==> src/rtl/lmsm_sequencer.sv <==
// LM/SM sequencer: walks an 8-bit register mask low-to-high, one register/memory transfer per cycle.
// Optional base-register writeback in the done cycle is enabled by defining LMSM_BASE_WB_EN.
module lmsm_sequencer #(
    parameter int NREG = 8,
    parameter int AW   = 16
) (
    input  logic                     clk,
    input  logic                     reset,
    input  logic                     start,
    input  logic                     is_store,
    input  logic [NREG-1:0]          mask,
    input  logic [AW-1:0]            base_addr,
    input  logic                     hold,
    input  logic                     flush,
    output logic                     busy,
    output logic                     xfer_valid,
    output logic [$clog2(NREG)-1:0]  reg_idx,
    output logic [AW-1:0]            mem_addr,
    output logic                     reg_we,
    output logic                     mem_we,
    output logic                     vbit,
    output logic                     stall_req,
    output logic                     done,
    output logic                     wb_valid,
    output logic [AW-1:0]            wb_addr
);
    localparam int IW = $clog2(NREG);

    typedef enum logic [1:0] {S_IDLE, S_XFER, S_DONE} state_t;

    state_t          state;
    logic [NREG-1:0] rem_mask;
    logic [3:0]      cnt;
    logic            st_q;
    logic [AW-1:0]   base;

    logic [NREG-1:0] low_bit;
    logic [IW-1:0]   low_idx;
    logic            more;
    logic            in_xfer;
    logic [AW-1:0]   addr_sum;

    // Lowest set bit of the remaining mask, as one-hot and as an index.
    always_comb begin
        low_bit = rem_mask & (~rem_mask + NREG'(1));
        low_idx = '0;
        for (int i = NREG - 1; i >= 0; i--) begin
            if (rem_mask[i]) low_idx = IW'(i);
        end
    end

    assign more     = (rem_mask & ~low_bit) != '0;
    assign in_xfer  = (state == S_XFER);
    assign addr_sum = base + AW'(cnt);

    assign busy       = (state != S_IDLE);
    assign xfer_valid = in_xfer;
    assign reg_idx    = in_xfer ? low_idx : '0;
    assign mem_addr   = in_xfer ? addr_sum : '0;
    assign vbit       = in_xfer & more;
    assign reg_we     = in_xfer & ~st_q & ~hold;
    assign mem_we     = in_xfer & st_q & ~hold;
    assign done       = (state == S_DONE) & ~flush;
    assign stall_req  = busy & ~done;

`ifdef LMSM_BASE_WB_EN
    // cnt equals popcount(mask) by the done cycle, so base + cnt is the updated base.
    assign wb_valid = done;
    assign wb_addr  = done ? addr_sum : '0;
`else
    assign wb_valid = 1'b0;
    assign wb_addr  = '0;
`endif

    always_ff @(posedge clk or posedge reset) begin
        if (reset) begin
            state    <= S_IDLE;
            rem_mask <= '0;
            cnt      <= '0;
            st_q     <= 1'b0;
            base     <= '0;
        end else begin
            case (state)
                S_IDLE: begin
                    if (start && !flush) begin
                        rem_mask <= mask;
                        base     <= base_addr;
                        st_q     <= is_store;
                        cnt      <= '0;
                        state    <= (mask != '0) ? S_XFER : S_DONE;
                    end
                end
                S_XFER: begin
                    if (flush) begin
                        state    <= S_IDLE;
                        rem_mask <= '0;
                    end else if (!hold) begin
                        rem_mask <= rem_mask & ~low_bit;
                        cnt      <= cnt + 4'd1;
                        if (!more) state <= S_DONE;
                    end
                end
                S_DONE: begin
                    state    <= S_IDLE;
                    rem_mask <= '0;
                end
                default: state <= S_IDLE;
            endcase
        end
    end
endmodule

==> config.mk <==
export PLATFORM = sky130hd
export DESIGN_NAME = lmsm_sequencer
export DESIGN_NICKNAME = d
export VERILOG_FILES = /design/src/rtl/lmsm_sequencer.sv
export SDC_FILE = /design/constraint.sdc
export NUM_CORES = 1
export LEC_CHECK = 0
export ABC_AREA = 1
export CAP_MARGIN = 20
export CORE_ASPECT_RATIO = 1.75
export CORE_MARGIN = 2
export CORE_UTILIZATION = 51
export CTS_BUF_LIST = sky130_fd_sc_hd__clkbuf_8
export CTS_CLUSTER_SIZE = 8
export DETAILED_ROUTE_END_ITERATION = 8
export GPL_ROUTABILITY_DRIVEN = 0
export PLACE_DENSITY = 0.95
export REMOVE_ABC_BUFFERS = 1
export SKIP_LAST_GASP = 1
export SYNTH_ARGS = -nofsm -noshare
export SYNTH_HDL_FRONTEND = slang
export SYNTH_SLANG_ARGS = --single-unit
==> constraint.sdc <==
create_clock -name clk -period 3.2 [get_ports clk]
set_clock_uncertainty 0.15 [all_clocks]
set_input_delay 0.48 -clock clk [delete_from_list [all_inputs] [get_ports clk]]
set_output_delay 0.48 -clock clk [all_outputs]
set_load 0.1 [all_outputs]
==> impl_metrics.yaml <==
critical_path:
  cp_data_required_time_ns: 2.57
  endpoint_kind: "output port"
  worst_setup_path_start_kind: "flip-flop"
  slowest_delay_ns: 0.37
  worstPathArrival_ns: 2.40
  cp_max_fo: 3
  cp_slowest_cell: "fa_1"
  cp-startpoint: "cnt[0]"
  path_delay_family: "simple AND/OR/NAND/NOR gates"
  r2r-start: "state[0]"
  worstPathCellList: "ha_1, inv_1, fa_1, inv_1, nand3_1, nand2_1, nand2_1, nor2_1, nand3_1, xor2_1, nor2_1, buf_12"
  path_class: "flip-flop to output port"
  path_buf_inv: 3
logic_synthesis:
  ys_types: 28
  synth_area_um2: 2208
  ys_seq_elements: 31
  syn_inst: 322
  yosysSeqAreaShare_pct: 35.13
  avgSynthCellArea_um2: 6.858
  yosys_warnings: 0
  synth_top_area_share_pct: 35.13
  yosys.area.top_type: "dfrtp_1"
  synth.top_cells.by_area: "dfrtp_1 35%, nand2_1 16%, inv_1 6.3%"
route:
  routed-wl-met2_mm: 3.276
  met1_length_mm: 1.987
  drt-vias-per-instance: 5.300
  vias: 2295
  drc: 0
  drt_iter0_drc: 90
  routed.top_layer: "met4"
  wirelength_mm: 5.908
  ant_nets: 0
  wl_met3_um: 348
  first_pass_iters: 4
  wire_per_inst_um: 13.64
timing:
  rsz0062_at_grt: "false"
  fmax_mhz: 330.4
  maxSlewViolCount: 0
  setup_viol: 0
  tightest_slew_ns: 0.6326
  slew_headroom_pct: 57.69
  hold_viol_final: 0
  fin_crit_ns: 3.027
  period_share_pct: 94.58
clock_network:
  cts-root-buf: "clkbuf_8"
  clock_latency_ns: 0.29
  cts_buffers: 5
  cts_tree: "yes"
  cts.clk_slew.worst_paths_ns: 0.07
  cts_sinks: 31
  htree_levels: 2
  cts_max_path_buffers: 2
global_route:
  grt-ovfl-total: 0
  track_usage_pct: 26.53
  grt_max_degree: 32
  grt_pass1_wl_mm: 9.653
  antenna_found_initial: 0
  grt_pass1_vias: 2362
worst_hold_path:
  min-delay-start: "base[0]"
  min_path_type: "flip-flop to flip-flop"
layout:
  design_area_um2: 2967
  stdcell_count: 433
  layout_commonest_cell: "nand2_1"
  final_cell_mix: "95 x nand2_1, 38 x inv_1, 34 x nor2_1"
  drive_above_1_share_pct: 13.28
  fillers: 340
  diodes: 0
  nets: 422
  syn_to_final_growth_pct: 34.33
run:
  max_cap_violations: 0
floorplanning:
  rows: 31
  start_util_pct: 53.21
  die_w_um: 53.74
  coreArea_um2: 4150
  die_h_um: 91.05
  die_area_um2: 4893
  io_pins: 73
status:
  outcome: "finished, final reports clean"
place:
  dpl.cell_count: 424
  port_buffers: 55
  place_area_um2: 2868
  hpwlAfterDp_mm: 4.627
-- area by class of cell --
type                       count  area [um2]  share of cell area (%)
inverter                      43       161.4                   5.441
multi-input combinational    243        1192                   40.19
clock buffer                   5       68.82                   2.320
tap                           49       61.31                   2.067
timing repair buffer          59       690.7                   23.28
sequential                    31       775.7                   26.15
clock inverter                 3       16.27                  0.5483
-- synthesized netlist by cell type --
master / instances
o21ai_0: 19
mux2i_1: 1
a21oi_4: 1
o21ai_1: 5
xnor2_1: 1
nand4_1: 1
xor2_1: 2
ha_1: 8
inv_1: 37
conb_1: 1
nand3_1: 18
nand2_1: 95
fa_1: 1
nor2_1: 35
nor2_2: 2
nor3_1: 9
o22ai_1: 1
a21oi_1: 19
dfrtp_1: 31
nor3_4: 2
nor2_4: 2
clkbuf_1: 2
buf_2: 2
clkinv_1: 1
inv_2: 5
a2bb2oi_1: 1
buf_4: 17
a22oi_1: 3
-- logic make-up after synthesis --
logic type	after synthesis	synth area share, %
multiplexers	1	0.4533
buffers and inverters	64	13.88
AND/OR/NAND/NOR	164	31.56
adder cells (fa/ha/maj)	9	5.439
flip-flops	31	35.13
XOR/XNOR	3	1.190
other	1	0.1698
AO/OA/AOI/OAI	49	12.18
-- worst paths after layout --
check	to	slack (ns)	cells after the start
worst max register to register	cnt[1]	1.00	7
worst min-delay path	base[0]	0.33	2
min in group asynchronous	rem_mask[0]	0.41	3
worst min register to register	base[0]	0.33	2
max in group asynchronous	state[0]	2.20	3
worst max-delay path	mem_addr[14]	0.17	12
-- metrics by stage --
step / hold slack (ns) / utilization [%] / worst slack (ns) / TNS, ns
after floorplan: 0.2959 / - / -1.338 / -15.22
after global placement: 0.3113 / 69.10 / 0.4736 / 0
after detailed placement: 0.3209 / 69.10 / 0.4021 / 0
after CTS: 0.3366 / 71.15 / 0.08432 / 0
after global routing: 0.3702 / 71.48 / 0.01077 / 0
final: 0.3342 / 71.48 / 0.1733 / 0
-- tightest hold or removal path: cells and delay by family (launching register included) --
family           cells  cell delay [ns]
DFF                  1             0.35
and+or+nand+nor      2             0.11
-- timing repair --
action | 4_1_cts | 5_1_grt
buffers inserted | 0 | 1
hold buffers | 0 | 0
gates resized for setup | 0 | 2
endpoints found under the setup margin | 0 | 5
-- metal layers --
layer	up-vias	global-route usage, %
met3	27	5.592
met4	0	14.53
met1	1059	24.52
met5	-	0
li1	1107	-
met2	102	49.19
-- registers in the layout, indices dropped and copies added, names as in the netlist --
register / count
cnt: 4
state: 2
st_q: 1
rem_mask: 8
base: 16
Power is not shown: default switching activity piles up to over one toggle a cycle in this logic, so the estimate is an artifact.
==> patch 1, RTL diff (same flow settings) <==
Re-encode `state_t` (3 states) as one-hot, 3 bits wide.
--- a/src/rtl/lmsm_sequencer.sv
+++ b/src/rtl/lmsm_sequencer.sv
@@ -28,3 +28,3 @@
 
-    typedef enum logic [1:0] {S_IDLE, S_XFER, S_DONE} state_t;
+    typedef enum logic [2:0] {S_IDLE = 3'b001, S_XFER = 3'b010, S_DONE = 3'b100} state_t;
 
Check against the original RTL: no difference found for any inputs over 4 cycles, from zero or initial values and one cycle with reset high; so few cycles prove little.
==> patch 1 against the unedited design <==
- die area barely moved
- sequential cell count grew 1
- count of clock-buffer cells in the layout increased by 2
- hold slack better by 37 ps
- worst setup slack got worse by 45 ps
- routed wire length down 2.7%
- design area shrank 1.1%
- critical path depth decreased by 1
- critical path type unchanged
- area after synthesis is essentially flat
==> patch 1: results (changes against the unedited design) <==
- Outcome: completed (unchanged)
- Met3 GRT Util: 3.95% (was 5.59%)
- Total vias in the final route: 2,292 (was 2,295)
- Inverters: 43 (unchanged)
- CTS buffer count: 5 (unchanged)
- Final WL: 5.75 mm (was 5.91 mm)
- Routing usage on met2: 46.4% (was 49.2%)
- Buffering overhead: 22.0% (was 23.3%)
- GRT Residual Overflow: 0 (unchanged)
- IO buf count: 55 (unchanged)
- Post-Synthesis Cells: 304 (was 322)
- Largest net degree at the start of global routing: 33 (was 32)
- Top flop regs: base: 16 flops, rem_mask: 8 flops, cnt: 4 flops (unchanged)
- Synth Register Bits: 32 (was 31)
- Met1 Track Usage GR: 26.4% (was 24.5%)
- Pre-CTS setup slack: 376 ps (was 402 ps)
- Placed inst area: 0.00281 mm² (was 0.00287 mm²)
- Final Util: 70.7% (was 71.5%)
- Crit path max fanout: 4 (was 3)
- Clock-cell share: 3.28% (was 2.87%)
- CP max stage delay: 400 ps (was 370 ps)
- Worst skew pair latency: 290 ps (about the same)
- Number of non-clock buffers: 58 (was 59)
- Dpl hpwl: 4.23 mm (was 4.63 mm)
- CTS Root Cell: clkbuf_8 (unchanged)
- Finished Layout Cells: 412 (was 433)
- Library cells used by synthesis: 32 (was 28)
- Global-route wire length before repair: 9.57 mm (was 9.65 mm)
- Largest cells by area after synthesis: dfrtp_1 (35%), nand2_1 (8.3%), nor2_1 (7.6%) (was dfrtp_1 (35%), nand2_1 (16%), inv_1 (6.3%))
- Register Area: 802 µm² (was 776 µm²)
- Layout cells sized above 1: 17.6% (was 13.3%)
- Fillers: 323 (was 340)
- NumNets Final: 399 (was 422)
- Top cells by count, synth: nand2_1 (49), nor2_1 (45), inv_1 (41) (was nand2_1 (95), inv_1 (37), nor2_1 (35))
- Vias in the first global route: 2,272 (was 2,362)
- Crit-path slowest cell: dfrtp_1 (was fa_1)
- # clk buffers: 7 (was 5)
- Gr usage total: 25.8% (was 26.5%)
- DRT iter0 DRCs: 66 (was 90)
- Seq/Total Area, Yosys: 36.3% (was 35.1%)
- Max_slew headroom: 66.3% (was 57.7%)
- CP arrival: 2440 ps (was 2400 ps)
- Multi-input logic portion of the cell area: 39.8% (was 40.2%)
- Multi-input gate count: 223 (was 243)
[patch 1: power by group]
group          leakage (nW)  switching, mW  internal [mW]
clock network        0.0503          0.149          0.191
registers             0.381          0.178          0.590
logic                  1.01           1.42          0.564
total                  1.44           1.75           1.35
[patch 1: worst reg2reg max path: stages (launching register included)]
cell,delay (ps)
dfstp_2,380
inv_1,70
nand2_1,80
nor2_4,400
inv_2,250
nand2_2,200
inv_2,80
a21oi_4,330
inv_1,130
nand2_1,100
nand2_1,50
[patch 1: per-layer routing]
metal | part of all wire, % | vias to the layer above | wire (µm)
met4 | 4.0 | 0 | 231
met3 | 5.5 | 25 | 315
met1 | 35 | 1078 | 2030
met5 | 0 | - | 0
li1 | - | 1074 | -
met2 | 55 | 115 | 3180
[patch 1: worst paths after layout]
| path | slack [ps] | endpoint | start | cells past startpoint |
|---|---|---|---|---|
| min in group asynchronous | 420 | rem_mask[6]$_DFFE_PP0P_ | reset | 3 |
| min reg2reg | 370 | base[0]$_DFFE_PP0P_ | base[0]$_DFFE_PP0P_ | 1 |
| max | 130 | mem_addr[14] | cnt[0]$_DFFE_PP0P_ | 11 |
| min | 370 | base[0]$_DFFE_PP0P_ | base[0]$_DFFE_PP0P_ | 1 |
| max reg2reg | 860 | rem_mask[0]$_DFFE_PP0P_ | state[0]$_DFFE_PP1P_ | 10 |
| max in group asynchronous | 2140 | state[0]$_DFFE_PP1P_ | reset | 3 |
[patch 1: what timing repair did]
action / CTS / global route
setup buffers: 0 / 1
gates resized for setup: 0 / 8
setup endpoints to repair: 0 / 4
[patch 1: cells by family after synthesis]
kind of cell	synth area share, %
simple gates	25.4
buf+inv	14.7
compound gates	15.3
flops	36.3
mux	4.08
fa+ha+maj	3.74
other cells	0.170
xor+xnor	0.396
==> patch 2, RTL diff (same flow settings) <==
Without the edit above. Build with the macro `LMSM_BASE_WB_EN` defined.
--- a/src/rtl/lmsm_sequencer.sv
+++ b/src/rtl/lmsm_sequencer.sv
@@ -2,2 +2,4 @@
 // Optional base-register writeback in the done cycle is enabled by defining LMSM_BASE_WB_EN.
+`define LMSM_BASE_WB_EN
+
 module lmsm_sequencer #(
Function: changed (Yosys sat finds a counterexample within 4 cycles, from zero or initial values and one cycle with reset high).
==> patch 2 against the unedited design <==
- worst setup slack worse by 35 ps
- critical path depth shrank 2
- count of clock-buffer cells in the layout up 2
- sequential cell count stayed put
- hold slack better by 40 ps
- critical path type unchanged
- maximum frequency shrank 1.1%
- design area grew 12%
- routed wire length up 11%
- non-clock buffer count up 17
- utilization grew 9.4 points
- area after synthesis down 2.1%
Power is not shown: default switching activity piles up to over one toggle a cycle in this logic, so the estimate is an artifact.
==> patch 2: results (changes against the unedited design) <==
- Outcome: completed (unchanged)
- Crit-path slowest cell: dfrtp_1 (was fa_1)
- IO buf count: 72 (was 55)
- End of the worst register-to-register path: cnt[0]$_DFFE_PP0P_ (was cnt[1]$_DFFE_PP0P_)
- Dpl hpwl: 4.97 mm (was 4.63 mm)
- Post-synthesis xor/xnor area fraction: 4.86% (was 1.19%)
- Synth warnings: 0 (unchanged)
- Placed cells: 416 (was 424)
- Hold Startpoint: state[1]$_DFFE_PP0P_ (was base[0]$_DFFE_PP0P_)
- Global-route wire length before repair: 10.5 mm (was 9.65 mm)
- Post-Synth Adder-Cell Area: 5.56% (was 5.44%)
- Layout cells sized above 1: 21.5% (was 13.3%)
- Mux cell area share after synthesis: 3.12% (was 0.453%)
- DRT iter0 DRCs: 61 (was 90)
- Met3 GRT Util: 6.48% (was 5.59%)
- Prevailing post-synth register cell: dfrtp_1 (unchanged)
- Finished Layout Cells: 426 (was 433)
- Vias in the first global route: 2,454 (was 2,362)
- Routing usage on met2: 52.8% (was 49.2%)
- Flop2flop setup slack: 900 ps (was 1000 ps)
- Fin crit share: 95.7% (was 94.6%)
- Crit path max fanout: 5 (was 3)
- CTS H-tree depth: 2 (unchanged)
- HP Class: register to register (unchanged)
- Largest cells by area after synthesis: dfrtp_1 (36%), nor2_1 (10%), nand2_1 (9.9%) (was dfrtp_1 (35%), nand2_1 (16%), inv_1 (6.3%))
- Hold EP: state[1]$_DFFE_PP0P_ (was base[0]$_DFFE_PP0P_)
- CP arrival: 2430 ps (was 2400 ps)
- Fillers: 272 (was 340)
- Crit path to: mem_addr[10] (was mem_addr[14])
- Seq/Total Area, Yosys: 35.9% (was 35.1%)
- NumNets Final: 415 (was 422)
- Pre-CTS setup slack: 332 ps (was 402 ps)
- Drt via density: 5.49 (was 5.30)
- Compound-gate portion of the synthesized area: 12.4% (was 12.2%)
- Top cells by count, synth: nor2_1 (58), nand2_1 (57), inv_1 (38) (was nand2_1 (95), inv_1 (37), nor2_1 (35))
- Worst-path clk slew: 70 ps (about the same)
- CP max stage delay: 400 ps (was 370 ps)
- Register-to-Register Path Depth: 10 (was 7)
- Met1 Track Usage GR: 27.5% (was 24.5%)
- Post-Synthesis Cells: 300 (was 322)
- Library cells used by synthesis: 34 (was 28)
- Gr usage total: 29.8% (was 26.5%)
- Worst r2r src: state[1]$_DFFE_PP0P_ (was state[0]$_DFFE_PP0P_)
- Final WL: 6.57 mm (was 5.91 mm)
-- patch 2: changes by cell type after synthesis, sizes merged, moves of 3 or more --
cell    change
o21ai      -11
buf        -18
nand2      -36
mux2        +6
nor2       +23
nor3        -4
clkbuf      +4
xor2        +9
nand3       -3
-- patch 2: layout make-up --
cell class | count | area share, %
Clock buffer | 7 | 2.90
Clock inverter | 1 | 0.113
Inverter | 44 | 4.97
Multi-Input combinational cell | 218 | 36.2
Sequential cell | 31 | 23.3
Tap cell | 49 | 1.84
Timing Repair Buffer | 76 | 30.6
-- patch 2: cells by family (layout without fill, tap and decap cells) --
logic type	after synthesis	count (layout)
mux	6	6
simple gates	147	147
xor+xnor	12	12
flops	31	31
fa+ha+maj	9	9
compound gates	44	44
buf+inv	51	128
-- patch 2: routing by layer --
metal / wire length (µm) / vias up
li1: - / 1113
met1: 2170 / 1092
met2: 3710 / 100
met3: 303 / 33
met4: 394 / 0
met5: 0 / -
-- patch 2: what timing repair did --
item,4_1_cts,5_1_grt
setup endpoints to repair,1,6
pin swaps,0,3
resized for setup,1,3
buffers inserted,0,2
-- patch 2: stage by stage --
step	TNS (ps)	hold slack, ps	cell area [µm²]
after detailed placement	0	358	3200
after floorplan	-14710	317	2130
after global routing	0	406	3330
after CTS	0	373	3300
after global placement	0	343	3200
final	0	375	3330
-- patch 2: critical path: cells and delay by family, from the launching register on --
family                     cells  cell delay [ps]
AOI/OAI and AO/OA              1              180
adders and majority gates      2              570
xor gates and xnor gates       1              180
DFF                            1              400
and+or+nand+nor                4              530
buffers and inverters          2              260
